### src/rtl/vjtag_dr_responder.sv
// vjtag_dr_responder: virtual JTAG data-register responder driving a tck-clocked image RAM
module vjtag_dr_responder #(
    parameter int DATA_W = 8,
    parameter int ADDR_W = 16
) (
    input  logic              tck,
    input  logic              reset_n,
    input  logic [1:0]        ir_in,
    input  logic              tdi,
    output logic              tdo,
    output logic [1:0]        ir_out,
    input  logic              virtual_state_cdr,
    input  logic              virtual_state_sdr,
    input  logic              virtual_state_udr,
    output logic [ADDR_W-1:0] mem_addr,
    output logic [DATA_W-1:0] mem_wdata,
    output logic              mem_we,
    input  logic [DATA_W-1:0] mem_rdata,
    output logic [ADDR_W:0]   wr_count
);
    localparam logic [1:0] IR_BYPASS = 2'b00;
    localparam logic [1:0] IR_ADDR   = 2'b01;
    localparam logic [1:0] IR_WRITE  = 2'b10;
    localparam logic [1:0] IR_READ   = 2'b11;

    logic              bypass;
    logic [ADDR_W-1:0] addr_sr;
    logic [DATA_W-1:0] data_sr;
    logic [ADDR_W-1:0] ptr;
    logic              wrap_flag;
    logic              write_pending;
    logic              rd_inc;
    logic              upd_addr;
    logic              upd_write;
    logic              step;

    assign upd_addr  = virtual_state_udr && ir_in == IR_ADDR;
    assign upd_write = virtual_state_udr && ir_in == IR_WRITE;
    assign step      = mem_we || rd_inc;
    assign mem_addr  = ptr;
    assign ir_out    = {wrap_flag, write_pending};
    assign tdo       = (ir_in == IR_BYPASS) ? bypass : (ir_in == IR_ADDR) ? addr_sr[0] : data_sr[0];

    // Capture and LSB-first shift of the selected register; update strobe takes priority
    always_ff @(posedge tck or negedge reset_n) begin
        if (!reset_n) begin
            bypass  <= 1'b0;
            addr_sr <= '0;
            data_sr <= '0;
        end else if (!virtual_state_udr) begin
            if (virtual_state_sdr) begin
                if (ir_in == IR_BYPASS) bypass <= tdi;
                else if (ir_in == IR_ADDR) addr_sr <= {tdi, addr_sr[ADDR_W-1:1]};
                else data_sr <= {tdi, data_sr[DATA_W-1:1]};
            end else if (virtual_state_cdr) begin
                if (ir_in == IR_BYPASS) bypass <= 1'b0;
                else if (ir_in == IR_ADDR) addr_sr <= ptr;
                else data_sr <= (ir_in == IR_READ) ? mem_rdata : '0;
            end
        end
    end

    // Pointer, write strobe pipeline, wrap flag and saturating write count
    always_ff @(posedge tck or negedge reset_n) begin
        if (!reset_n) begin
            ptr           <= '0;
            wrap_flag     <= 1'b0;
            write_pending <= 1'b0;
            rd_inc        <= 1'b0;
            mem_we        <= 1'b0;
            mem_wdata     <= '0;
            wr_count      <= '0;
        end else begin
            mem_we <= upd_write;
            rd_inc <= virtual_state_udr && ir_in == IR_READ;
            if (upd_write) begin
                mem_wdata     <= data_sr;
                write_pending <= 1'b1;
            end else if (mem_we) begin
                write_pending <= 1'b0;
            end
            if (upd_addr) begin
                ptr       <= addr_sr;
                wrap_flag <= 1'b0;
                wr_count  <= '0;
            end else if (step) begin
                ptr <= ptr + ADDR_W'(1);
                if (&ptr) wrap_flag <= 1'b1;
                if (mem_we && !wr_count[ADDR_W]) wr_count <= wr_count + (ADDR_W+1)'(1);
            end
        end
    end
endmodule

### config.mk
export PLATFORM = sky130hd
export DESIGN_NAME = vjtag_dr_responder
export DESIGN_NICKNAME = d
export VERILOG_FILES = /design/src/rtl/vjtag_dr_responder.sv
export SDC_FILE = /design/constraint.sdc
export NUM_CORES = 1
export LEC_CHECK = 0
export BUFFER_PORTS_ARGS = -buffer_cell sky130_fd_sc_hd__buf_2
export CAP_MARGIN = 0
export CORE_ASPECT_RATIO = 1.5
export CORE_UTILIZATION = 56
export DETAILED_ROUTE_END_ITERATION = 8
export PLACE_DENSITY = 0.86
export RECOVER_POWER = 25
export SKIP_LAST_GASP = 1
export SLEW_MARGIN = 20
export SYNTH_ARGS = -nofsm -noshare
export SYNTH_HDL_FRONTEND = slang
export SYNTH_SLANG_ARGS = --single-unit
### constraint.sdc
create_clock -name tck -period 1.65 [get_ports tck]
set_input_delay 0.0825 -clock tck [delete_from_list [all_inputs] [get_ports tck]]
set_output_delay 0.0825 -clock tck [all_outputs]
set_load 0.1 [all_outputs]
==> results.md, run 1 <==
* Number of nets in the layout at 441
* Setup TNS Final at 0 ns
* N_diodes at 0
* Startpoint Class: register
* Prevailing post-synth register cell: dfrtp_1
* Met2 GRT Util at 46.00%
* Tmin final at 1.596 ns
* Lkg Pwr at 1.860 nW
* Worst-case hold path end point: data_sr[2]
* Fraction of layout instances using a drive strength above 1 at 30.61%
* Setup CP Type: reg2reg
* Drt drc at 0
* Clock root cell: clkbuf_8
* Outcome: finished clean
* #FFs+latches synth at 70
* Fmax at 0.6266 GHz
* Slew Viols, Final at 0
* TritonCTS clock tree: yes
* Area of the core at 0.005828 sq mm
* H-tree levels at 3
* I/O pin cnt at 61
* Fin. Hold Viols at 0
* CTS Buf Count at 9
* Design area at 0.004109 sq mm
* Top-area cell type share of the netlist area at 51.41%
* Hold slack at 0.01746 ns
* Vias/cell at 5.768
* Period Utilization, post-route at 96.72%
* Critical R2R Launch: wr_count[16]
* Clock skew at 0.01065 ns
* Data arrival, critical path at 1.88 ns
* Global-route wire length before repair at 13170 um
* Worst Hold Class: in2reg
* Syn Std Cell Area at 0.003407 sq mm
* Post-synth EDFFs at 0
* Met3 Use GR at 7.746%
* Largest net degree at the start of global routing at 71
* Initial antenna violation count at 0
* Mapped Cells at 358
* Synth Net Count at 376
* Finish-stage setup viols at 0
* Worst-path fanout max at 9
* Slowest stage delay, CP at 0.49 ns
* Die area at 0.006406 sq mm
* RSZ-0062 raised after global routing: true
* Post-route antenna net violation count at 0
* FF-to-FF End: wr_count[15]
* Power density cells at 1486 mW/mm^2
* Most Used Layer, Global Route: met2
* MaxCap Viol Count at 0
* Worst path slowest cell: dfrtp_4
* Worst Setup Slack post-DPL at 0.06117 ns
* Synthesized area per cell at 9.517 sq um
* CTS sink count at 70
* Leading area contributor after synthesis: dfrtp_1
* Reg2reg path depth at 4
* Buf/Inv on CP at 0
* Initial detailed-routing violation count at 199
* Dpl hpwl at 5485 um
* Starting Density at 58.46%
* Placed Instance Area at 0.003919 sq mm
* Routed wire length at 7916 um
* Slew headroom at 37.01%
* Syn. warnings at 0
* Reg-to-reg slack, setup at 0.05 ns
* Vias in the first global route at 2827
* Chip width at 65.69 um
* Die Ht at 97.53 um
* Total global routing overflow at 0
* Sequential cell area fraction in the yosys report at 51.41%
* Clock Tree Buf Depth at 2
* Skew-Pair Late Insertion Delay at 0.36 ns
* M1 GR Usage at 31.16%
* Final worst slack at 0.05410 ns
* Port bufs at 60
* Crit path capture type: register
* DR WL/cell at 15.83 um
* Distinct cells, synth at 48
* Pre-Repair DR Iteration Count at 4
* Worst vdd ir at 0.001421 V
* Async SR Flop Fraction at 100.0%
* # rows at 34
* Worst path cell trace: and4b_1, nand2_4, or4_1, a21oi_1
* Largest cells by area after synthesis: dfrtp_1 (51%), nand2_1 (6.8%), mux2i_1 (5.6%)
* Tightest Pin Transition at 0.9449 ns
* Hold Crit Depth at 3
* Total GRT Usage at 27.01%
* Post-layout util at 70.50%
* CP Data Required Time at 1.94 ns
* Gpl congestion at 0.8386
* CTS clk-pin slew, worst paths at 0.08 ns
* CP delay by family, top: simple AND/OR/NAND/NOR gates
* Via count at 2884
* Area Growth Syn to Fin at 20.60%
* Beginning of the worst hold path: mem_rdata[2]
worst min-delay path, cell delays in order:
cell and delay (ns):
buf_2 0.08, a22oi_1 0.05, o21ai_0 0.13
cells by family after synthesis:
| logic type | after synthesis | synth area share [%] |
|---|---|---|
| xor gates and xnor gates | 20 | 5.141 |
| DFF | 70 | 51.41 |
| and+or+nand+nor | 150 | 21.52 |
| muxes | 20 | 5.913 |
| adders and majority gates | 2 | 0.7344 |
| AOI/OAI and AO/OA | 70 | 11.97 |
| buffers and inverters | 26 | 3.305 |
stage by stage:
stage,instances,power [mW]
2_1_floorplan,358,4.455
3_3_place_gp,481,4.865
3_5_place_dp,481,4.930
4_1_cts,498,6.126
5_1_grt,500,6.379
6_report,500,6.107
cells in the mapped netlist (all sizes together), types with 2 or more instances:
library cell and number:
nand3 9, o211ai 2, nand2 62, o21ai 25
a21oi 24, xor2 7, inv 6, or4 4
nor4 5, xnor2 13, and4 3, nor2 35
nand3b 2, and3 4, clkbuf 6, dfrtp 70
a22oi 7, nor3 8, o31ai 4, mux2i 19
and4b 2, ha 2, a2bb2oi 2, buf 13
and2 3, nand4 6
power by group:
part           switching (mW)  internal, mW
combinational            1.89         0.491
sequential              0.402          2.13
clock                   0.658         0.539
total                    2.95          3.16
metal layers:
| metal | wire (um) | vias up |
|---|---|---|
| met2 | 4220 | 86 |
| met3 | 442 | 13 |
| met5 | 0 | - |
| li1 | - | 1378 |
| met1 | 3108 | 1407 |
| met4 | 144 | 0 |
worst max path at each step:
| stage | from | to | cells after the start |
|---|---|---|---|
| CTS | wr_count[16] | wr_count[15] | 4 |
| global placement | wr_count[16] | wr_count[13] | 4 |
| global route | wr_count[16] | wr_count[11] | 4 |
| finish | wr_count[16] | wr_count[15] | 4 |
| detailed placement | wr_count[16] | wr_count[15] | 4 |
| floorplan | wr_count[1] | wr_count[14] | 4 |
state kept, by name, indices dropped and copies added, names as in the netlist, 8 cells and up:
register   count
mem_addr      16
data_sr        8
mem_wdata      8
addr_sr       16
wr_count      17
layout by cell type (no fill, tap or decap), types with 4 or more instances in the layout:
master    Yosys  final
buf_2         6     59
nor4_1        5      5
nand2_1      62     61
clkbuf_8      0      9
a21oi_1      24     23
dfrtp_4       0     22
nor3_1        8      7
buf_4         2     11
nor2_1       35     35
xnor2_1      13     13
inv_1         6      6
a22oi_1       7      7
dfrtp_1      70     40
and3_1        4      4
or4_1         4      4
o31ai_1       4      4
nand3_1       8      8
o21ai_0      24     23
mux2i_1      19     19
dfrtp_2       0      8
xor2_1        7      7
nand4_1       5      5
cell type report:
class                   instances  area (sq um)
repair buffers                 73         399.1
well taps                      72         90.09
fillers                       428          1719
clock buffers                  10         127.6
multi-input cells             262          1583
clock inverters                 6         38.79
inverters                       7         26.28
flip-flops and latches         70          1844
repair_timing:
item	4_1_cts	5_1_grt
setup buffers	0	2
setup endpoints to repair	0	4
resized for setup	0	3
hold endpoints to repair	70	0
hold buffers	1	0
(Power assumes the default switching activity.)
==> run 2: changes to the inputs <==
RECOVER_POWER = default   (was 25)
==> run 2 against run 1 <==
Net effect: critical path depth stayed put; via count is 0.14% lower; count of clock-buffer cells in the layout stayed put; sequential power hardly changed; combinational power hardly changed; design area is 0.33% higher; utilization is 0.24 points higher; largest cell class unchanged.
==> results.md, run 2 (same netlist as run 1, synthesis figures left out) <==
* Outcome: finished clean
* Most flop-heavy register: wr_count
* H-tree levels at 3
* Vias in the first global route at 2827
* Fin. Hold Viols at 0
* Startpoint Class: register
* RSZ-0062 raised after global routing: true
* Period Utilization, post-route at 96.52%
* Area occupied by multi-input gates at 0.001583 sq mm
* Worst Hold Class: in2reg
* I/O pin cnt at 61
* Clock skew at 0.009673 ns
* Hold Crit Depth at 3
* Worst-path fanout max at 9
* Total global routing overflow at 0
* TritonCTS clock tree: yes
* Dpl hpwl at 5485 um
* MaxCap Viol Count at 0
* Via count at 2880
* Starting Density at 58.46%
* Fraction of layout instances using a drive strength above 1 at 30.84%
* Setup CP Type: reg2reg
* Lkg Pwr at 1.867 nW
* Die Ht at 97.53 um
* Slew Viols, Final at 0
* Fmax at 0.6279 GHz
* Worst vdd ir at 0.001420 V
* Power Total at 6.115 mW
* Die area at 0.006406 sq mm
* Area of the core at 0.005828 sq mm
* Slew headroom at 66.38%
* Drt drc at 0
* # rows at 34
* Post-layout util at 70.74%
* Area Growth Syn to Fin at 21.01%
* Post-route insts no fill at 500
* Fill cells at 425
* Reg area at 0.001844 sq mm
* Initial antenna violation count at 0
* Tmin final at 1.593 ns
* Skew-Pair Late Insertion Delay at 0.36 ns
* Max reg flops at 17
* Worst Setup Slack post-DPL at 0.06117 ns
* Vias/cell at 5.760
* Crit path capture type: register
* CTS clk-pin slew, worst paths at 0.08 ns
* Routed wire length at 7912 um
* Global-route wire length before repair at 13170 um
* Post-route antenna net violation count at 0
* Chip width at 65.69 um
* Initial detailed-routing violation count at 188
* Largest net degree at the start of global routing at 71
* Most frequent cells in the layout: nand2_1 (61), buf_2 (60), dfrtp_1 (40)
* Most common cell after layout, fill and taps aside: nand2_1
* Total GRT Usage at 27.01%
* Number of nets in the layout at 441
* Setup TNS Final at 0 ns
* Placed insts at 481
* Gpl congestion at 0.8386
* Clock Tree Buf Depth at 2
* Power density cells at 1483 mW/mm^2
* CTS sink count at 70
* Tightest Pin Transition at 0.5079 ns
* CP Data Required Time at 1.93 ns
* Pre-Repair DR Iteration Count at 4
* Port bufs at 60
* Final worst slack at 0.05739 ns
* CTS Buf Count at 9
* N_diodes at 0
* Data arrival, critical path at 1.88 ns
* Clock root cell: clkbuf_8
* DR WL/cell at 15.82 um
* Finish-stage setup viols at 0
* Reg2reg path depth at 4
## run 2: changes by cell type in the layout (fill, tap and decap cells not counted)
cell / change
buf_12: +1
buf_2: +1
clkbuf_4: -1
clkbuf_1: -1
## run 2: what timing repair did
item / in CTS / in global routing
endpoints found under the hold margin: 70 / 0
resized for setup: 0 / 3
setup buffers: 0 / 2
endpoints found under the setup margin: 0 / 4
hold buffers: 1 / 0
## run 2: final timing paths
kind                              start      endpoint  slack, ns
setup reg to reg           wr_count[16]  wr_count[15]       0.06
hold reg to reg            mem_wdata[4]  mem_wdata[4]       0.47
max in group asynchronous       reset_n   wr_count[4]       1.04
setup / recovery           wr_count[16]  wr_count[15]       0.06
min in group asynchronous       reset_n  wr_count[11]       0.27
hold / removal             mem_rdata[2]    data_sr[2]       0.02
## run 2: power by group
group / switching, mW / leakage (nW) / internal [mW]
logic: 1.89 / 0.954 / 0.495
clock network: 0.659 / 0.0820 / 0.539
registers: 0.403 / 0.831 / 2.13
## run 2: final cells by class
type | count | share of cell area [%]
Clock buffer | 10 | 3.096
Tap cell | 72 | 2.185
Multi-Input combinational cell | 262 | 38.39
Sequential cell | 70 | 44.73
Timing Repair Buffer | 73 | 10.02
Inverter | 7 | 0.6373
Clock inverter | 6 | 0.9408
## run 2: through the flow
step | instance area, sq um | hold WS (ns)
final | 4123 | 0.01782
after global routing | 4123 | 0.02799
after CTS | 4095 | 0.01004
after detailed placement | 3919 | 0.1370
after global placement | 3919 | 0.1331
after floorplan | 3527 | -0.2131
## run 2: routing by layer
metal | GRT usage (%) | vias to the layer above | part of all wire (%)
li1 | - | 1378 | -
met3 | 7.746 | 16 | 5.2
met2 | 46.00 | 92 | 53
met4 | 10.20 | 0 | 2.0
met1 | 31.16 | 1394 | 39
met5 | 0 | - | 0
## run 2: worst max-delay path, cell delays in order (launching register included)
cell and delay, ns:
dfrtp_4 0.49, and4b_1 0.35, nand2_4 0.11, or4_1 0.42
a21oi_1 0.15
